===== config.mk =====
export PLATFORM = sky130hd
export DESIGN_NAME = ccff_bitstream_loader_flat
export DESIGN_NICKNAME = d
export VERILOG_FILES = /design/src/rtl/ccff_pkg.sv /design/src/rtl/ccff_bitstream_loader_if.sv /design/src/rtl/ccff_crc16_serial.sv /design/src/rtl/ccff_bitstream_loader.sv /design/src/flat_wrapper.sv
export SDC_FILE = /design/constraint.sdc
export NUM_CORES = 1
export LEC_CHECK = 0
export BUFFER_PORTS_ARGS = -buffer_cell sky130_fd_sc_hd__clkbuf_2
export CAP_MARGIN = 30
export CORE_MARGIN = 2
export CORE_UTILIZATION = 45
export DETAILED_ROUTE_END_ITERATION = 8
export HOLD_SLACK_MARGIN = 0.02
export PLACE_DENSITY = 0.72
export SLEW_MARGIN = 20
export SYNTH_ARGS = -nofsm -noshare
export SYNTH_HDL_FRONTEND = slang
export SYNTH_HIERARCHICAL = 1
export SYNTH_SLANG_ARGS = --single-unit

===== constraint.sdc =====
create_clock -name prog_clk -period 4.2 [get_ports prog_clk]
set_clock_uncertainty 0.1 [all_clocks]
set_input_delay 0.21 -clock prog_clk [delete_from_list [all_inputs] [get_ports prog_clk]]
set_output_delay 0.21 -clock prog_clk [all_outputs]
set_load 0.02 [all_outputs]

===== src/rtl/ccff_pkg.sv =====
// Shared types and constants for the configuration-chain bitstream loader.
// Optional CRC phase is enabled by defining CCFF_CRC_EN.
package ccff_pkg;

   typedef enum logic [1:0] {
      IDLE  = 2'd0,
      SHIFT = 2'd1,
      CRC   = 2'd2,
      DONE  = 2'd3
   } state_t;

   localparam logic [15:0] CRC16_POLY = 16'h1021;
   localparam logic [15:0] CRC16_INIT = 16'hFFFF;

   // Integer ceiling division used to size word counts at elaboration time.
   function automatic int ceil_div(input int a, input int b);
      return (a + b - 1) / b;
   endfunction

endpackage


===== src/rtl/ccff_bitstream_loader_if.sv =====
// Valid/ready bitstream word stream feeding the loader.
// The master (bitstream source) drives data/valid; the slave (loader) drives ready.
interface ccff_bitstream_loader_if #(
   parameter int WORD_W = 8
);
   logic [WORD_W-1:0] bs_data;
   logic              bs_valid;
   logic              bs_ready;

   modport master (output bs_data, output bs_valid, input  bs_ready);
   modport slave  (input  bs_data, input  bs_valid, output bs_ready);
endinterface


===== src/rtl/ccff_crc16_serial.sv =====
// Bit-serial CRC-16-CCITT (poly 0x1021, init 0xFFFF), MSB-first register,
// one message bit folded in per enabled clock; i_clr reloads the init value.
// Only instantiated when CCFF_CRC_EN is defined.
import ccff_pkg::*;

module ccff_crc16_serial (
   input  logic        prog_clk,
   input  logic        pReset_n,
   input  logic        i_clr,
   input  logic        i_en,
   input  logic        i_bit,
   output logic [15:0] o_crc
);
   logic [15:0] r_crc;
   logic        w_fb;

   assign w_fb  = r_crc[15] ^ i_bit;
   assign o_crc = r_crc;

   // CRC register: clear has priority over accumulate.
   always_ff @(posedge prog_clk or negedge pReset_n) begin
      // NOTE: state registers use non-blocking assignment so every flop samples pre-edge values.
      if (!pReset_n)  r_crc <= CRC16_INIT;
      else if (i_clr) r_crc <= CRC16_INIT;
      else if (i_en)  r_crc <= {r_crc[14:0], 1'b0} ^ (w_fb ? CRC16_POLY : 16'h0000);
   end
endmodule


===== src/rtl/ccff_bitstream_loader.sv =====
// Serialises bitstream words onto the I/O-tile configuration chain head, LSB first,
// one bit per ccff_shift_en cycle, exactly CHAIN_LEN bits per load, then pulses done.
// Define CCFF_CRC_EN to add a trailing CRC-16 check phase driving err.
import ccff_pkg::*;

module ccff_bitstream_loader #(
   parameter  int WORD_W    = 8,
   parameter  int CHAIN_LEN = 64,
   localparam int CNT_W     = $clog2(CHAIN_LEN + 1)
) (
   input  logic                    prog_clk,
   input  logic                    pReset_n,
   input  logic                    start,
   ccff_bitstream_loader_if.slave  bs,
   output logic                    ccff_head,
   output logic                    ccff_shift_en,
   input  logic                    ccff_tail,
   output logic                    busy,
   output logic                    done,
   output logic                    err
);
   localparam int NWORDS = ceil_div(CHAIN_LEN, WORD_W);
   localparam int WCNT_W = $clog2(NWORDS + 1);
   localparam int SCNT_W = $clog2(WORD_W + 1);
   localparam logic [CNT_W-1:0]  LEN_C    = CNT_W'(CHAIN_LEN);
   localparam logic [WCNT_W-1:0] NWORDS_C = WCNT_W'(NWORDS);

   state_t              r_state, w_next;
   logic [WORD_W-1:0]   r_sreg, r_hold;
   logic [SCNT_W-1:0]   r_sreg_cnt;
   logic                r_hold_full;
   logic [WCNT_W-1:0]   r_words;
   logic [CNT_W-1:0]    r_bit_cnt;
   logic                r_head, r_shift_en;

   logic                w_start, w_data_ready, w_crc_ready, w_crc_last, w_hs_data;
   logic                w_shift, w_bit, w_load;
   logic [WORD_W-1:0]   w_load_word;
   logic                w_unused_tail;

   // The chain tail return is not consumed by this loader.
   assign w_unused_tail = ccff_tail;

   assign w_start      = start && (r_state == IDLE);
   assign w_data_ready = (r_state == SHIFT) && !r_hold_full && (r_words < NWORDS_C);
   assign bs.bs_ready  = w_data_ready | w_crc_ready;
   assign w_hs_data    = bs.bs_valid && w_data_ready;

   assign ccff_head     = r_head;
   assign ccff_shift_en = r_shift_en;
   assign busy          = (r_state != IDLE);
   assign done          = (r_state == DONE);

   // Bit source: drain sreg first, then refill from hold, else bypass a fresh handshake.
   always_comb begin
      // NOTE: every always_comb output gets a default first so no path infers a latch.
      w_shift     = 1'b0;
      w_bit       = 1'b0;
      w_load      = 1'b0;
      w_load_word = '0;
      if (r_state == SHIFT && r_bit_cnt < LEN_C) begin
         if (r_sreg_cnt != '0) begin
            w_shift = 1'b1;
            w_bit   = r_sreg[0];
         end else if (r_hold_full) begin
            w_shift     = 1'b1;
            w_load      = 1'b1;
            w_load_word = r_hold;
            w_bit       = r_hold[0];
         end else if (w_hs_data) begin
            w_shift     = 1'b1;
            w_load      = 1'b1;
            w_load_word = bs.bs_data;
            w_bit       = bs.bs_data[0];
         end
      end
   end

   // Next-state logic for the load sequence.
   always_comb begin
      w_next = r_state;
      unique case (r_state)
         IDLE:  if (start) w_next = SHIFT;
         SHIFT: begin
            if (r_bit_cnt == LEN_C) begin
`ifdef CCFF_CRC_EN
               w_next = CRC;
`else
               w_next = DONE;
`endif
            end
         end
         CRC:   if (w_crc_last) w_next = DONE;
         DONE:  w_next = IDLE;
         default: w_next = IDLE;
      endcase
   end

   // State register.
   always_ff @(posedge prog_clk or negedge pReset_n) begin
      if (!pReset_n) r_state <= IDLE;
      else           r_state <= w_next;
   end

   // Datapath: shift register, holding register, counters and registered chain outputs.
   always_ff @(posedge prog_clk or negedge pReset_n) begin
      if (!pReset_n) begin
         r_sreg      <= '0;
         r_sreg_cnt  <= '0;
         r_hold      <= '0;
         r_hold_full <= 1'b0;
         r_words     <= '0;
         r_bit_cnt   <= '0;
         r_head      <= 1'b0;
         r_shift_en  <= 1'b0;
      end else if (w_start) begin
         // Leftover bits of a partial last word from the previous load are dropped here.
         r_sreg      <= '0;
         r_sreg_cnt  <= '0;
         r_hold_full <= 1'b0;
         r_words     <= '0;
         r_bit_cnt   <= '0;
         r_shift_en  <= 1'b0;
      end else begin
         r_shift_en <= w_shift;
         if (w_shift) begin
            r_head    <= w_bit;
            r_bit_cnt <= r_bit_cnt + 1'b1;
         end
         if (w_load) begin
            r_sreg     <= w_load_word >> 1;
            r_sreg_cnt <= SCNT_W'(WORD_W - 1);
         end else if (w_shift) begin
            r_sreg     <= r_sreg >> 1;
            r_sreg_cnt <= r_sreg_cnt - 1'b1;
         end
         // A handshake lands in hold unless it was bypassed straight into sreg.
         if (w_hs_data && !(w_load && !r_hold_full)) begin
            r_hold      <= bs.bs_data;
            r_hold_full <= 1'b1;
         end else if (w_load && r_hold_full) begin
            r_hold_full <= 1'b0;
         end
         if (w_hs_data) r_words <= r_words + 1'b1;
      end
   end

`ifdef CCFF_CRC_EN
   localparam int NCRC = ceil_div(16, WORD_W);
   localparam int CW_W = $clog2(NCRC + 1);
   localparam logic [CW_W-1:0] NCRC_C = CW_W'(NCRC);

   logic [NCRC*WORD_W-1:0] r_exp_crc;
   logic [CW_W-1:0]        r_crc_words;
   logic                   r_err;
   logic [15:0]            w_crc;

   assign w_crc_ready = (r_state == CRC) && (r_crc_words < NCRC_C);
   assign w_crc_last  = (r_crc_words == NCRC_C);
   assign err         = r_err;

   ccff_crc16_serial u_crc (
      .prog_clk (prog_clk),
      .pReset_n (pReset_n),
      .i_clr    (w_start),
      .i_en     (w_shift),
      .i_bit    (w_bit),
      .o_crc    (w_crc)
   );

   // Capture the expected CRC (LSB word first) and latch the sticky mismatch flag.
   always_ff @(posedge prog_clk or negedge pReset_n) begin
      if (!pReset_n) begin
         r_exp_crc   <= '0;
         r_crc_words <= '0;
         r_err       <= 1'b0;
      end else if (w_start) begin
         r_crc_words <= '0;
         r_err       <= 1'b0;
      end else begin
         if (w_crc_ready && bs.bs_valid) begin
            r_exp_crc[int'(r_crc_words)*WORD_W +: WORD_W] <= bs.bs_data;
            r_crc_words <= r_crc_words + 1'b1;
         end
         if (r_state == CRC && w_crc_last && (w_crc != r_exp_crc[15:0])) r_err <= 1'b1;
      end
   end
`else
   assign w_crc_ready = 1'b0;
   assign w_crc_last  = 1'b1;
   assign err         = 1'b0;
`endif

endmodule


===== src/flat_wrapper.sv =====
// flat-port wrapper written by rule: the top's interface ports become plain ports
module ccff_bitstream_loader_flat 
#(
   parameter  int WORD_W    = 8,
   parameter  int CHAIN_LEN = 64,
   localparam int CNT_W     = $clog2(CHAIN_LEN + 1)
)
  (prog_clk, pReset_n, start, ccff_head, ccff_shift_en, ccff_tail, busy, done, err, bs_bs_data, bs_bs_valid, bs_bs_ready);
  ccff_bitstream_loader_if #(.WORD_W(WORD_W)) bs_i ();
  input  logic prog_clk;
  input  logic pReset_n;
  input  logic start;
  output logic ccff_head;
  output logic ccff_shift_en;
  input  logic ccff_tail;
  output logic busy;
  output logic done;
  output logic err;
  input wire logic [$bits(bs_i.bs_data)-1:0] bs_bs_data;
  input wire logic [$bits(bs_i.bs_valid)-1:0] bs_bs_valid;
  output wire logic [$bits(bs_i.bs_ready)-1:0] bs_bs_ready;
  assign bs_i.bs_data = bs_bs_data;
  assign bs_i.bs_valid = bs_bs_valid;
  assign bs_bs_ready = bs_i.bs_ready;
  ccff_bitstream_loader #(.WORD_W(WORD_W), .CHAIN_LEN(CHAIN_LEN)) u_core (.prog_clk(prog_clk), .pReset_n(pReset_n), .start(start), .bs(bs_i), .ccff_head(ccff_head), .ccff_shift_en(ccff_shift_en), .ccff_tail(ccff_tail), .busy(busy), .done(done), .err(err));
endmodule

Word level (Yosys, flattened, before mapping):

Cells that the tools add are included.

* order comparisons: 2
* add/sub/neg operators: 3
* equality and inequality tests: 6
* reductions and logical operators: 20
* bitwise logic cells: 1
* muxes and demuxes: 31

Operator list (count)
* 8-bit two-way mux: 7
* 4-bit two-way mux: 5
* 1-bit two-way mux: 14
* 7-bit two-way mux: 2
* 1-bit logical AND: 8
* 2-bit one-hot mux with 4 select lines: 1
* 7-bit by 1-bit adder with 7-bit output (second input constant): 1
* 7-bit == test (second input constant): 1
* 7-bit less-than comparator (second input constant): 1
* 2-bit AND reduction: 3
* 2-bit nonzero test: 3
* 3-bit nonzero test: 2
* 4-bit by 1-bit adder with 4-bit output (second input constant): 1
* 2-bit == test (second input constant): 2
* 4-bit less-than comparator (second input constant): 1
* 2-bit two-way mux: 2
* 2-bit inequality test (second input constant): 2
* 4-bit nonzero test: 1
* 4-bit by 1-bit subtractor with 4-bit output (second input constant): 1
* 2-bit by 1-bit == test with 1-bit output (second input constant): 1
* 1-bit zero test: 2
* 2-bit zero test: 1
* 1-bit inverter: 1

* output and inout bits: 6
* register bits: 36

Logic depth before layout (Yosys ltp):

Gate-level depths: netlist (run 1).

* depth in word-level cells: 13
* mapped depth: 7

Worst setup path after synthesis (run 1):

OpenSTA, ideal clock, no wires.

* path type: register -> register
* start: register u_core.r_sreg_cnt[0]
* end: register u_core.r_head, in the netlist u_core/ccff_head
* arrival time: 1761 ps
* path slack: 2214 ps
* path buffers: 0
* stages on the path, launching flop included: 7
* data required time: 3975 ps
* library setup time: 125 ps
* path through: dfrtp_1 inv_1 ha_1 or3b_4 o31ai_4 nor2_4 mux2_4

* word-level cells in the longest chain between the ends: 4
* elaborated cells on any way between the ends: 6

RTL lines
* start: declaration: line ccff_bitstream_loader.sv:30 `logic [SCNT_W-1:0] r_sreg_cnt;`
* start signal: assignment: line ccff_bitstream_loader.sv:132 `r_sreg_cnt <= SCNT_W'(WORD_W - 1);`
* start signal: assignment: line ccff_bitstream_loader.sv:135 `r_sreg_cnt <= r_sreg_cnt - 1'b1;`
* 4-bit nonzero test *: line ccff_bitstream_loader.sv:62 `if (r_sreg_cnt != '0) begin`
* 1-bit two-way mux: line ccff_bitstream_loader.sv:62
* 1-bit two-way mux: line ccff_bitstream_loader.sv:61 `if (r_state == SHIFT && r_bit_cnt < LEN_C) begin`
* 2-bit AND reduction (no source line)
* end signal: assignment: line ccff_bitstream_loader.sv:127 `r_head <= w_bit;`
* end: declaration: line ccff_bitstream_loader.sv:34 `logic r_head, r_shift_en;`

Mark *: on every way between the ends. The rest lies on a longest branch, timed or not.
A chain may end at the register's enable or synchronous reset.

Final worst setup path (run 1):

* start: register u_core.r_state[1]
* end: register u_core.r_sreg[4]

* word-level cells in the longest chain between the ends: 10
* elaborated cells on any way between the ends: 20

RTL lines
* start: declaration: line ccff_bitstream_loader.sv:28 `state_t r_state, w_next;`
* start signal: assignment: line ccff_bitstream_loader.sv:102 `else r_state <= w_next;`
* 2-bit by 1-bit == test with 1-bit output: line ccff_bitstream_loader.sv:45, ccff_bitstream_loader.sv:61
* 1-bit logical AND (2 in series): line ccff_bitstream_loader.sv:45 `assign w_data_ready = (r_state == SHIFT) && !r_hold_full && (r_words < NWORDS_C);`
* 1-bit logical AND: line ccff_bitstream_loader.sv:47 `assign w_hs_data = bs.bs_valid && w_data_ready;`
* 8-bit two-way mux / 1-bit two-way mux (equally long branches): line ccff_bitstream_loader.sv:70 `end else if (w_hs_data) begin`
* 8-bit two-way mux / 1-bit two-way mux (equally long branches): line ccff_bitstream_loader.sv:65 `end else if (r_hold_full) begin`
* 8-bit two-way mux / 1-bit two-way mux (equally long branches): line ccff_bitstream_loader.sv:62
* 8-bit two-way mux / 1-bit two-way mux (equally long branches): line ccff_bitstream_loader.sv:61
* 8-bit two-way mux: line ccff_bitstream_loader.sv:130 `if (w_load) begin`
* 8-bit two-way mux: line ccff_bitstream_loader.sv:116 `end else if (w_start) begin`
* end signal: assignment: line ccff_bitstream_loader.sv:131 `r_sreg <= w_load_word >> 1;`
* end signal: assignment: line ccff_bitstream_loader.sv:134 `r_sreg <= r_sreg >> 1;`
* end: declaration: line ccff_bitstream_loader.sv:29 `logic [WORD_W-1:0] r_sreg, r_hold;`

Several ways; a longest one is shown, not always the timed one.

==> flow_summary.yaml, run 1 <==
grt:
  groute.usage.overall: 0.179
  groute.layer.met3.usage: 0.0367
  grt_start_max_net_pins: 36
  grt_antenna_before_repair: 0
  grt_overflow_total: 0
  busiest_layer: "met2"
  gr-usage-met2: 0.302
  grt_first_pass_wirelength_um: 6020
  number_of_global_route_vias_before_repair: 1385
  grt.met1_usage: 0.220
drt:
  via_per_inst: 5.67
  detail_route.wirelength_um: 3390
  dr.pass1.iters: 4
  avgRoutedWirePerCell_um: 14.9
  antenna_left: 0
  drcViolationCount: 0
  drt_iter0_drc: 54
  via_total_after_detailed_routing: 1288
final_layout:
  final_instance_area_um2: 2060
  area_delta_synth_final_pct: 14.2
  layout_common_cells: "sky130_fd_sc_hd__dfrtp_1, sky130_fd_sc_hd__clkbuf_2, sky130_fd_sc_hd__nor2_1"
  layout_commonest_cell: "sky130_fd_sc_hd__dfrtp_1"
  filler_cell_count: 367
  final_layout_size_suffix_gt1_frac: 0.229
  layoutNonFillerInstCount: 227
  antenna-diode-count: 0
  nets: 200
synthesis:
  netlist-cell-type-count: 46
  synthArstFlopShare: 1.00
  dominantRegCellSynth: "sky130_fd_sc_hd__dfrtp_1"
  synth_sequential_area_ratio: 0.486
  synth_area_leader_cell: "sky130_fd_sc_hd__dfrtp_1"
  mappedNetlistNets: 180
  synth_cells: 158
  synth_enable_flop_cells: 0
  syn-mean-instance-area_um2: 11.4
  post_synth_instance_area_um2: 1800
  yosysWarningCount: 6
  yosys.area.top_type_share: 0.486
  post_synth_main_area_contributors: "sky130_fd_sc_hd__dfrtp_1, sky130_fd_sc_hd__ha_1, sky130_fd_sc_hd__mux2_2"
  postSynthRegisterBits: 35
critical_path:
  reg2reg_from: "u_core/r_state[1]"
  crit_arrival_ps: 2520
  maximum_fanout_encountered_on_the_critical_timing_path: 8
  critical_path_class: "register to register"
  worst-endpoint-required_ps: 4270
  critical_path.startpoint_type: "register"
  timing.critical_path.from: "u_core/r_state[1]"
  cp-end-kind: "register"
sta:
  slew_headroom: 0.466
  timing.final.crit_period_ps: 2450
  rsz0062_at_grt: "false"
  setup-tns-final_ps: 0
  maxSlewViolCount: 0
  finalCritPeriodShare: 0.584
  final-hold-violation-count: 0
  hold_ws_ps: 78.5
  finalSetupViolCount: 0
  fmax_ghz: 0.408
  worst_slew_pin_slew_ps: 801
placed_design:
  hpwlAfterDp_um: 2400
  globalplace.congestion: 0.816
  post_dp_cell_area_um2: 1920
  place_inst: 217
  buffer_ports.inserted: 16
floorplan:
  die_width_um: 67.3
  initial_core_util: 0.481
  core_um2: 3740
  fp.dieH_um: 67.3
  design.portCount: 19
  design.die.area_um2: 4520
  rows: 22
worst_hold_path:
  min-delay-start: "bs_bs_data[1]"
  min_path_type: "input port to register"
cts:
  insertion_delay_ps: 280
  cts_root_buf: "sky130_fd_sc_hd__clkbuf_8"
  cts.htree.levels: 2
  clock_path_buffers: 2
  cts-buffers-inserted: 5
  post_cts.resized_instances: 0
  buffers_inserted_during_post_cts_setup_optimization: 0
  cts_hold_repair.buffers: 1
  worst_setup_hold_path_clk_slew_ps: 70
  cts_tree: "done"
  cts_num_sinks: 35
pwr:
  worst_ir_drop_vdd_mv: 0.341
  power.density_cell_area_nw_per_um2: 729
  p_leak_nw: 0.936
outcome:
  run_status: "finished clean"
flow_run:
  max_cap_viol_count: 0
## critical path, cell delays in order, from the launching register on
cell                      delay [ps]
sky130_fd_sc_hd__dfrtp_1         400
sky130_fd_sc_hd__inv_1            90
sky130_fd_sc_hd__ha_1            230
sky130_fd_sc_hd__nor2b_1         600
sky130_fd_sc_hd__nand3_1         390
sky130_fd_sc_hd__o22a_1          280
sky130_fd_sc_hd__a32o_1          250
## layer usage
metal	vias up	part of all wire	wire length, um
li1	611	-	-
met1	647	0.43	1460
met2	25	0.52	1760
met3	5	0.038	129
met4	0	0.013	43
met5	-	0	0
## area by class of cell
| type | instances | area [um^2] | share of cell area |
|---|---|---|---|
| Tap cell | 48 | 60.1 | 0.0292 |
| Sequential cell | 35 | 876 | 0.426 |
| Clock buffer | 8 | 100 | 0.0487 |
| Multi-Input combinational cell | 109 | 866 | 0.421 |
| Timing Repair Buffer | 19 | 125 | 0.0608 |
| Inverter | 8 | 30.0 | 0.0146 |
## power breakdown
part	leakage [nW]	total [mW]	switching (mW)	internal [mW]
Combinational	0.446	0.620	0.334	0.287
Sequential	0.438	0.619	0.130	0.489
Clock	0.0515	0.259	0.110	0.149
Total	0.936	1.50	0.573	0.925
## sequential cells by signal (all words and copies together), names as in the netlist
name                  flops
u_core/r_hold             8
u_core/r_words            4
u_core/r_sreg             7
u_core/r_hold_full        1
u_core/ccff_shift_en      1
u_core/r_state            2
u_core/ccff_head          1
u_core/r_bit_cnt          7
u_core/r_sreg_cnt         4
## worst paths after layout
check / slack, ps / cells past startpoint / endpoint
max: 1750 / 6 / u_core/r_sreg[4]
min: 80 / 2 / u_core/r_hold[1]
max reg2reg: 1750 / 6 / u_core/r_sreg[4]
min reg2reg: 380 / 1 / u_core/r_sreg[2]
max in group asynchronous: 3260 / 3 / u_core/r_hold[3]
min in group asynchronous: 300 / 2 / u_core/r_state[1]
## stage by stage
step           power (mW)  setup slack [ps]  utilization
2_1_floorplan        1.09              2210            -
3_3_place_gp         1.20              1810        0.513
3_5_place_dp         1.24              1770        0.513
4_1_cts              1.51              1760        0.542
5_1_grt              1.62              1580        0.549
6_report             1.50              1750        0.549
## cell families (layout without fill, tap and decap cells)
| group | Yosys count | in the layout | synth area share |
|---|---|---|---|
| AND/OR/NAND/NOR | 47 | 47 | 0.148 |
| XOR/XNOR | 5 | 5 | 0.0243 |
| buffers and inverters | 14 | 35 | 0.0327 |
| other | 1 | 1 | 0.00208 |
| AO/OA/AOI/OAI | 34 | 34 | 0.163 |
| adder cells (fa/ha/maj) | 9 | 9 | 0.0625 |
| flip-flops | 35 | 35 | 0.486 |
| multiplexers | 13 | 13 | 0.0813 |
## synth_stat cells, types with 2 or more instances
cell                       number
sky130_fd_sc_hd__a21oi_1        5
sky130_fd_sc_hd__nand2_1        5
sky130_fd_sc_hd__or3_1          2
sky130_fd_sc_hd__xnor2_1        2
sky130_fd_sc_hd__ha_1           9
sky130_fd_sc_hd__mux2i_1        3
sky130_fd_sc_hd__nand3_1        2
sky130_fd_sc_hd__buf_2          2
sky130_fd_sc_hd__o21ai_0        2
sky130_fd_sc_hd__a41oi_1        2
sky130_fd_sc_hd__and3_1         2
sky130_fd_sc_hd__mux2_2         9
sky130_fd_sc_hd__clkbuf_1       3
sky130_fd_sc_hd__a32o_1         6
sky130_fd_sc_hd__o22a_1         6
sky130_fd_sc_hd__dfrtp_1       35
sky130_fd_sc_hd__nor2_1        15
sky130_fd_sc_hd__nand2b_1       8
sky130_fd_sc_hd__a221oi_1       2
sky130_fd_sc_hd__inv_1          8
sky130_fd_sc_hd__nor2b_1        2
sky130_fd_sc_hd__nor4_1         2
sky130_fd_sc_hd__xor2_1         3
No activity file was read; power rests on OpenSTA's default activity.
==> inputs of run 2 (changes only) <==
==> constraint.sdc (replaced) <==
create_clock -name prog_clk -period 2.3 [get_ports prog_clk]
set_clock_uncertainty 0.1 [all_clocks]
set_input_delay 0.115 -clock prog_clk [delete_from_list [all_inputs] [get_ports prog_clk]]
set_output_delay 0.115 -clock prog_clk [all_outputs]
set_load 0.02 [all_outputs]
==> flow_summary.yaml, run 2 (same netlist as run 1, synthesis figures left out) <==
final_layout:
  final_instance_area_um2: 2170
  final_layout_size_suffix_gt1_frac: 0.240
  antenna-diode-count: 0
  largest_reg_flops: 8
  area_delta_synth_final_pct: 20.4
  layout_common_cells: "sky130_fd_sc_hd__dfrtp_1, sky130_fd_sc_hd__clkbuf_2, sky130_fd_sc_hd__nor2_1"
  nets: 213
  largest_register: "u_core/r_hold"
  reg_top3: "u_core/r_hold: 8 flops, u_core/r_bit_cnt: 7 flops, u_core/r_sreg: 7 flops"
  layout_commonest_cell: "sky130_fd_sc_hd__dfrtp_1"
drt:
  drt_iter0_drc: 81
  antenna_left: 0
  drcViolationCount: 0
  detail_route.wirelength_um: 3530
  avgRoutedWirePerCell_um: 14.7
  via_total_after_detailed_routing: 1321
  via_per_inst: 5.50
  dr.pass1.iters: 5
floorplan:
  initial_core_util: 0.481
  fp.dieH_um: 67.3
  design.die.area_um2: 4520
  rows: 22
  die_width_um: 67.3
  core_um2: 3740
  design.portCount: 19
pwr:
  seqPwrFrac: 0.397
  cell_internal_pwr_mw: 1.70
  p_leak_nw: 0.987
  p_comb_frac: 0.453
  power.density_cell_area_nw_per_um2: 1280
  power.share.clock: 0.150
  worst_ir_drop_vdd_mv: 0.700
  switching_power_mw: 1.08
  switching_share: 0.388
sta:
  maxSlewViolCount: 0
  slew_headroom: 0.549
  fmax_ghz: 0.479
  setup-tns-final_ps: 0
  hold_ws_ps: 84.9
  final-hold-violation-count: 0
  rsz0062_at_grt: "false"
  finalSetupViolCount: 0
  timing.final.crit_period_ps: 2090
  finalCritPeriodShare: 0.908
  worst_slew_pin_slew_ps: 669
grt:
  number_of_global_route_vias_before_repair: 1455
  grt_antenna_before_repair: 0
  grt_first_pass_wirelength_um: 6420
  groute.usage.overall: 0.190
  grt_overflow_total: 0
  grt_start_max_net_pins: 36
cts:
  cts_tree: "done"
  worst_setup_hold_path_clk_slew_ps: 70
  insertion_delay_ps: 280
  buffers_inserted_during_post_cts_setup_optimization: 0
  cts-buffers-inserted: 5
  clock_path_buffers: 2
  cts_num_sinks: 35
  cts.htree.levels: 2
  cts_root_buf: "sky130_fd_sc_hd__clkbuf_8"
critical_path:
  critical_path_class: "register to register"
  worst-endpoint-required_ps: 2370
  crit_arrival_ps: 2160
  critical_path.startpoint_type: "register"
  cp-end-kind: "register"
  r2r-end: "u_core/r_bit_cnt[6]"
  maximum_fanout_encountered_on_the_critical_timing_path: 6
  reg2reg_from: "u_core/r_sreg_cnt[0]"
  slack_of_the_worst_reg_to_reg_path_ps: 210
  register_to_register_path_depth: 6
worst_hold_path:
  whs_endpoint: "u_core/r_state[0]"
  min_path_type: "input port to register"
  min-delay-start: "start"
  holdPathStages: 3
placed_design:
  globalplace.congestion: 0.811
  hpwlAfterDp_um: 2500
  post_dp_cell_area_um2: 1960
  buffer_ports.inserted: 16
outcome:
  run_status: "finished clean"
flow_run:
  max_cap_viol_count: 0
==> run 2: cell count changes in the layout (fill, tap and decap cells not counted), sizes merged <==
cell / previous run / this run
clkinv: 0 / 1
buf: 2 / 7
clkbuf: 24 / 23
dlygate4sd3: 1 / 9
==> run 2: power by group through the flow <==
stage	registers [mW]	logic (mW)	clock network (mW)
floorplan	1.07	0.918	0
global placement	1.08	1.16	0
detailed placement	1.11	1.23	0
CTS	1.10	1.25	0.432
global route	1.14	1.41	0.459
finish	1.10	1.26	0.415
==> run 2: how the worst max path moves through the flow <==
stage                         start                  end  slack [ps]  cells after the start
5_1_grt           u_core/r_state[1]     u_core/r_sreg[4]          50                      6
6_report       u_core/r_sreg_cnt[0]  u_core/r_bit_cnt[6]         210                      6
3_3_place_gp   u_core/r_sreg_cnt[0]     u_core/r_sreg[3]         220                      6
2_1_floorplan  u_core/r_sreg_cnt[0]     u_core/ccff_head         310                      6
4_1_cts        u_core/r_sreg_cnt[0]     u_core/r_sreg[1]         140                      6
3_5_place_dp      u_core/r_state[1]     u_core/r_sreg[0]         160                      6
==> run 2: layout make-up <==
cell class	count	area, um^2
fill	337	1580
clock inverter	1	5.00
multi-input combinational	109	877
tap	48	60.1
sequential	35	876
timing repair buffer	32	243
inverter	8	30.0
clock buffer	7	76.3
==> run 2: worst max-delay path, stage by stage (launching register included) <==
cell and delay [ps]:
sky130_fd_sc_hd__dfrtp_1 410, sky130_fd_sc_hd__inv_1 100, sky130_fd_sc_hd__ha_1 190, sky130_fd_sc_hd__or3b_4 450, sky130_fd_sc_hd__o31a_1 420, sky130_fd_sc_hd__a41oi_1 260
sky130_fd_sc_hd__nor2_1 60
==> run 2: what timing repair did <==
action | in CTS | in global routing
gates resized for setup | 0 | 2
hold buffers | 9 | 0
hold endpoints to repair | 43 | 0
setup endpoints to repair | 0 | 14
==> run 2: routing by layer <==
metal / global-route usage / wire length, um
met3: 0.0550 / 118
met4: 0.0842 / 75
met2: 0.321 / 1850
met1: 0.226 / 1490
met5: 0 / 0
==> run 2: through the flow <==
| step | power, mW | setup slack [ps] | instances | utilization |
|---|---|---|---|---|
| floorplan | 1.99 | 314 | 158 | - |
| global placement | 2.25 | 220 | 222 | 0.523 |
| detailed placement | 2.34 | 159 | 222 | 0.523 |
| CTS | 2.78 | 142 | 239 | 0.569 |
| global route | 3.01 | 52.4 | 240 | 0.579 |
| finish | 2.77 | 211 | 240 | 0.579 |
==> inputs of run 3 (changes only) <==
--- a/config.mk
+++ b/config.mk
@@ -5,13 +5,14 @@
 export SDC_FILE = /design/constraint.sdc
 export NUM_CORES = 1
 export LEC_CHECK = 0
+export ABC_AREA = 1
 export BUFFER_PORTS_ARGS = -buffer_cell sky130_fd_sc_hd__clkbuf_2
 export CAP_MARGIN = 30
 export CORE_MARGIN = 2
 export CORE_UTILIZATION = 45
 export DETAILED_ROUTE_END_ITERATION = 8
 export HOLD_SLACK_MARGIN = 0.02
-export PLACE_DENSITY = 0.72
+export PLACE_DENSITY = 0.71
 export SLEW_MARGIN = 20
 export SYNTH_ARGS = -nofsm -noshare
 export SYNTH_HDL_FRONTEND = slang
==> flow_summary.yaml, run 3 <==
drt:
  drt_iter0_drc: 126
  dr.pass1.iters: 4
  drcViolationCount: 0
  via_total_after_detailed_routing: 1670
  via_per_inst: 4.94
  avgRoutedWirePerCell_um: 11.8
  antenna_left: 0
  detail_route.wirelength_um: 3990
cts:
  cts.htree.levels: 2
  cts_tree: "done"
  cts_num_sinks: 35
  clock_path_buffers: 2
  cts_root_buf: "sky130_fd_sc_hd__clkbuf_8"
  cts-buffers-inserted: 5
  worst_setup_hold_path_clk_slew_ps: 70
  post_cts.resized_instances: 0
  insertion_delay_ps: 290
pwr:
  power.density_cell_area_nw_per_um2: 1130
  post_layout_total_power_mw: 2.66
  p_leak_nw: 1.28
  worst_ir_drop_vdd_mv: 0.641
final_layout:
  nets: 307
  layoutNonFillerInstCount: 338
  antenna-diode-count: 0
  reg_top3: "u_core/r_hold: 8 flops, u_core/r_bit_cnt: 7 flops, u_core/r_sreg: 7 flops"
  final_instance_area_um2: 2350
  area_delta_synth_final_pct: 13.2
  layout_commonest_cell: "sky130_fd_sc_hd__nand2_1"
  largest_register: "u_core/r_hold"
  largest_reg_flops: 8
  layout_common_cells: "sky130_fd_sc_hd__nand2_1, sky130_fd_sc_hd__dfrtp_1, sky130_fd_sc_hd__inv_1"
  final_layout_size_suffix_gt1_frac: 0.168
  fin_util: 0.533
grt:
  grt_antenna_before_repair: 0
  number_of_global_route_vias_before_repair: 1593
  groute.usage.overall: 0.178
  grt_start_max_net_pins: 36
  grt_overflow_total: 0
  grt_first_pass_wirelength_um: 7170
critical_path:
  critical_path.startpoint_type: "register"
  register_to_register_path_depth: 7
  crit_arrival_ps: 1990
  cp-end-kind: "register"
  critical_path_class: "register to register"
  slack_of_the_worst_reg_to_reg_path_ps: 380
  maximum_fanout_encountered_on_the_critical_timing_path: 16
  worst-endpoint-required_ps: 2380
placed_design:
  hpwlAfterDp_um: 2620
  post_dp_cell_area_um2: 2160
  place_inst: 320
  globalplace.congestion: 0.842
  preCtsSetupSlack_ps: 373
  buffer_ports.inserted: 16
sta:
  final-hold-violation-count: 0
  fmax_ghz: 0.522
  maxSlewViolCount: 0
  setup-tns-final_ps: 0
  finalCritPeriodShare: 0.833
  hold_ws_ps: 113
  setup_ws_ps: 383
  rsz0062_at_grt: "false"
  finalSetupViolCount: 0
  timing.final.crit_period_ps: 1920
flow_run:
  max_cap_viol_count: 0
floorplan:
  core_um2: 4410
  design.portCount: 19
  initial_core_util: 0.471
  rows: 24
  design.die.area_um2: 5170
  die_width_um: 71.9
  fp.dieH_um: 71.9
worst_hold_path:
  min_path_type: "input port to async pin"
synthesis:
  synth_enable_flop_cells: 0
  synth_sequential_area_ratio: 0.422
  mappedNetlistNets: 281
  yosysWarningCount: 6
  synth_cells: 259
  synthArstFlopShare: 1.00
  yosys-top-cells-count: "sky130_fd_sc_hd__nand2_1, sky130_fd_sc_hd__dfrtp_1, sky130_fd_sc_hd__inv_1, sky130_fd_sc_hd__nand3_1, sky130_fd_sc_hd__nor2_1"
  postSynthRegisterBits: 35
  post-synth-top-count-cell: "sky130_fd_sc_hd__nand2_1"
  synth_area_leader_cell: "sky130_fd_sc_hd__dfrtp_1"
  syn-mean-instance-area_um2: 8.02
  dominantRegCellSynth: "sky130_fd_sc_hd__dfrtp_1"
  yosys.area.top_type_share: 0.422
  post_synth_instance_area_um2: 2080
  post_synth_main_area_contributors: "sky130_fd_sc_hd__dfrtp_1, sky130_fd_sc_hd__nand2_1, sky130_fd_sc_hd__nand3_1"
  netlist-cell-type-count: 32
outcome:
  run_status: "finished clean"
run 3: cell count changes in the layout (fill, tap and decap cells not counted), moves of 8 or more:
cell,before,now
sky130_fd_sc_hd__nand2_1,5,78
sky130_fd_sc_hd__nand3_1,2,27
sky130_fd_sc_hd__inv_1,8,32
sky130_fd_sc_hd__mux2_2,9,0
sky130_fd_sc_hd__nand2b_1,8,0
sky130_fd_sc_hd__o21ai_2,0,8
run 3: metal layers:
| metal | track usage | vias to the layer above | part of all wire |
|---|---|---|---|
| met5 | 0 | - | 0 |
| li1 | - | 873 | - |
| met4 | 0.0566 | 0 | 0.016 |
| met2 | 0.273 | 34 | 0.43 |
| met1 | 0.247 | 759 | 0.51 |
| met3 | 0.0514 | 4 | 0.041 |
run 3: cells by family (layout without fill, tap and decap cells):
family	Yosys count	in the layout	share of synthesized area
buf+inv	42	69	0.102
compound gates	25	25	0.0813
xor+xnor	4	4	0.0169
simple gates	143	143	0.322
other cells	1	1	0.00181
flops	35	35	0.422
fa+ha+maj	9	9	0.0542
run 3: report_power, final:
group	total (mW)	internal (mW)	switching, mW
clock	0.425	0.207	0.218
sequential	1.02	0.831	0.184
combinational	1.22	0.451	0.768
total	2.66	1.49	1.17
run 3: repair_timing:
item | 4_1_cts | 5_1_grt
hold buffers | 9 | 0
endpoints found under the hold margin | 43 | 0
buffers inserted | 0 | 0
run 3: path summary, 6_finish.rpt:
kind / startpoint / end
worst max-delay path: u_core/r_state[0] / u_core/r_hold[3]
worst min-delay path: pReset_n / u_core/r_bit_cnt[2]
worst max register to register: u_core/r_state[0] / u_core/r_hold[3]
worst min register to register: u_core/r_words[2] / u_core/r_words[2]
max in group asynchronous: pReset_n / u_core/r_sreg[0]
min in group prog_clk: start / u_core/r_state[0]
run 3: worst max-delay path, stage by stage (launching register included):
cell and delay (ps):
sky130_fd_sc_hd__dfrtp_1 430, sky130_fd_sc_hd__ha_1 300, sky130_fd_sc_hd__nand2_1 140, sky130_fd_sc_hd__o21bai_4 80, sky130_fd_sc_hd__nand2_2 280, sky130_fd_sc_hd__nand3_4 280
sky130_fd_sc_hd__nand2_1 150, sky130_fd_sc_hd__o21ai_2 60
run 3: final cells by class:
| class | instances | area [um^2] |
|---|---|---|
| multi-input cells | 182 | 988 |
| fillers | 412 | 2060 |
| flip-flops and latches | 35 | 876 |
| inverters | 34 | 140 |
| clock inverters | 3 | 15.0 |
| repair buffers | 27 | 198 |
| well taps | 52 | 65.1 |
| clock buffers | 5 | 68.8 |
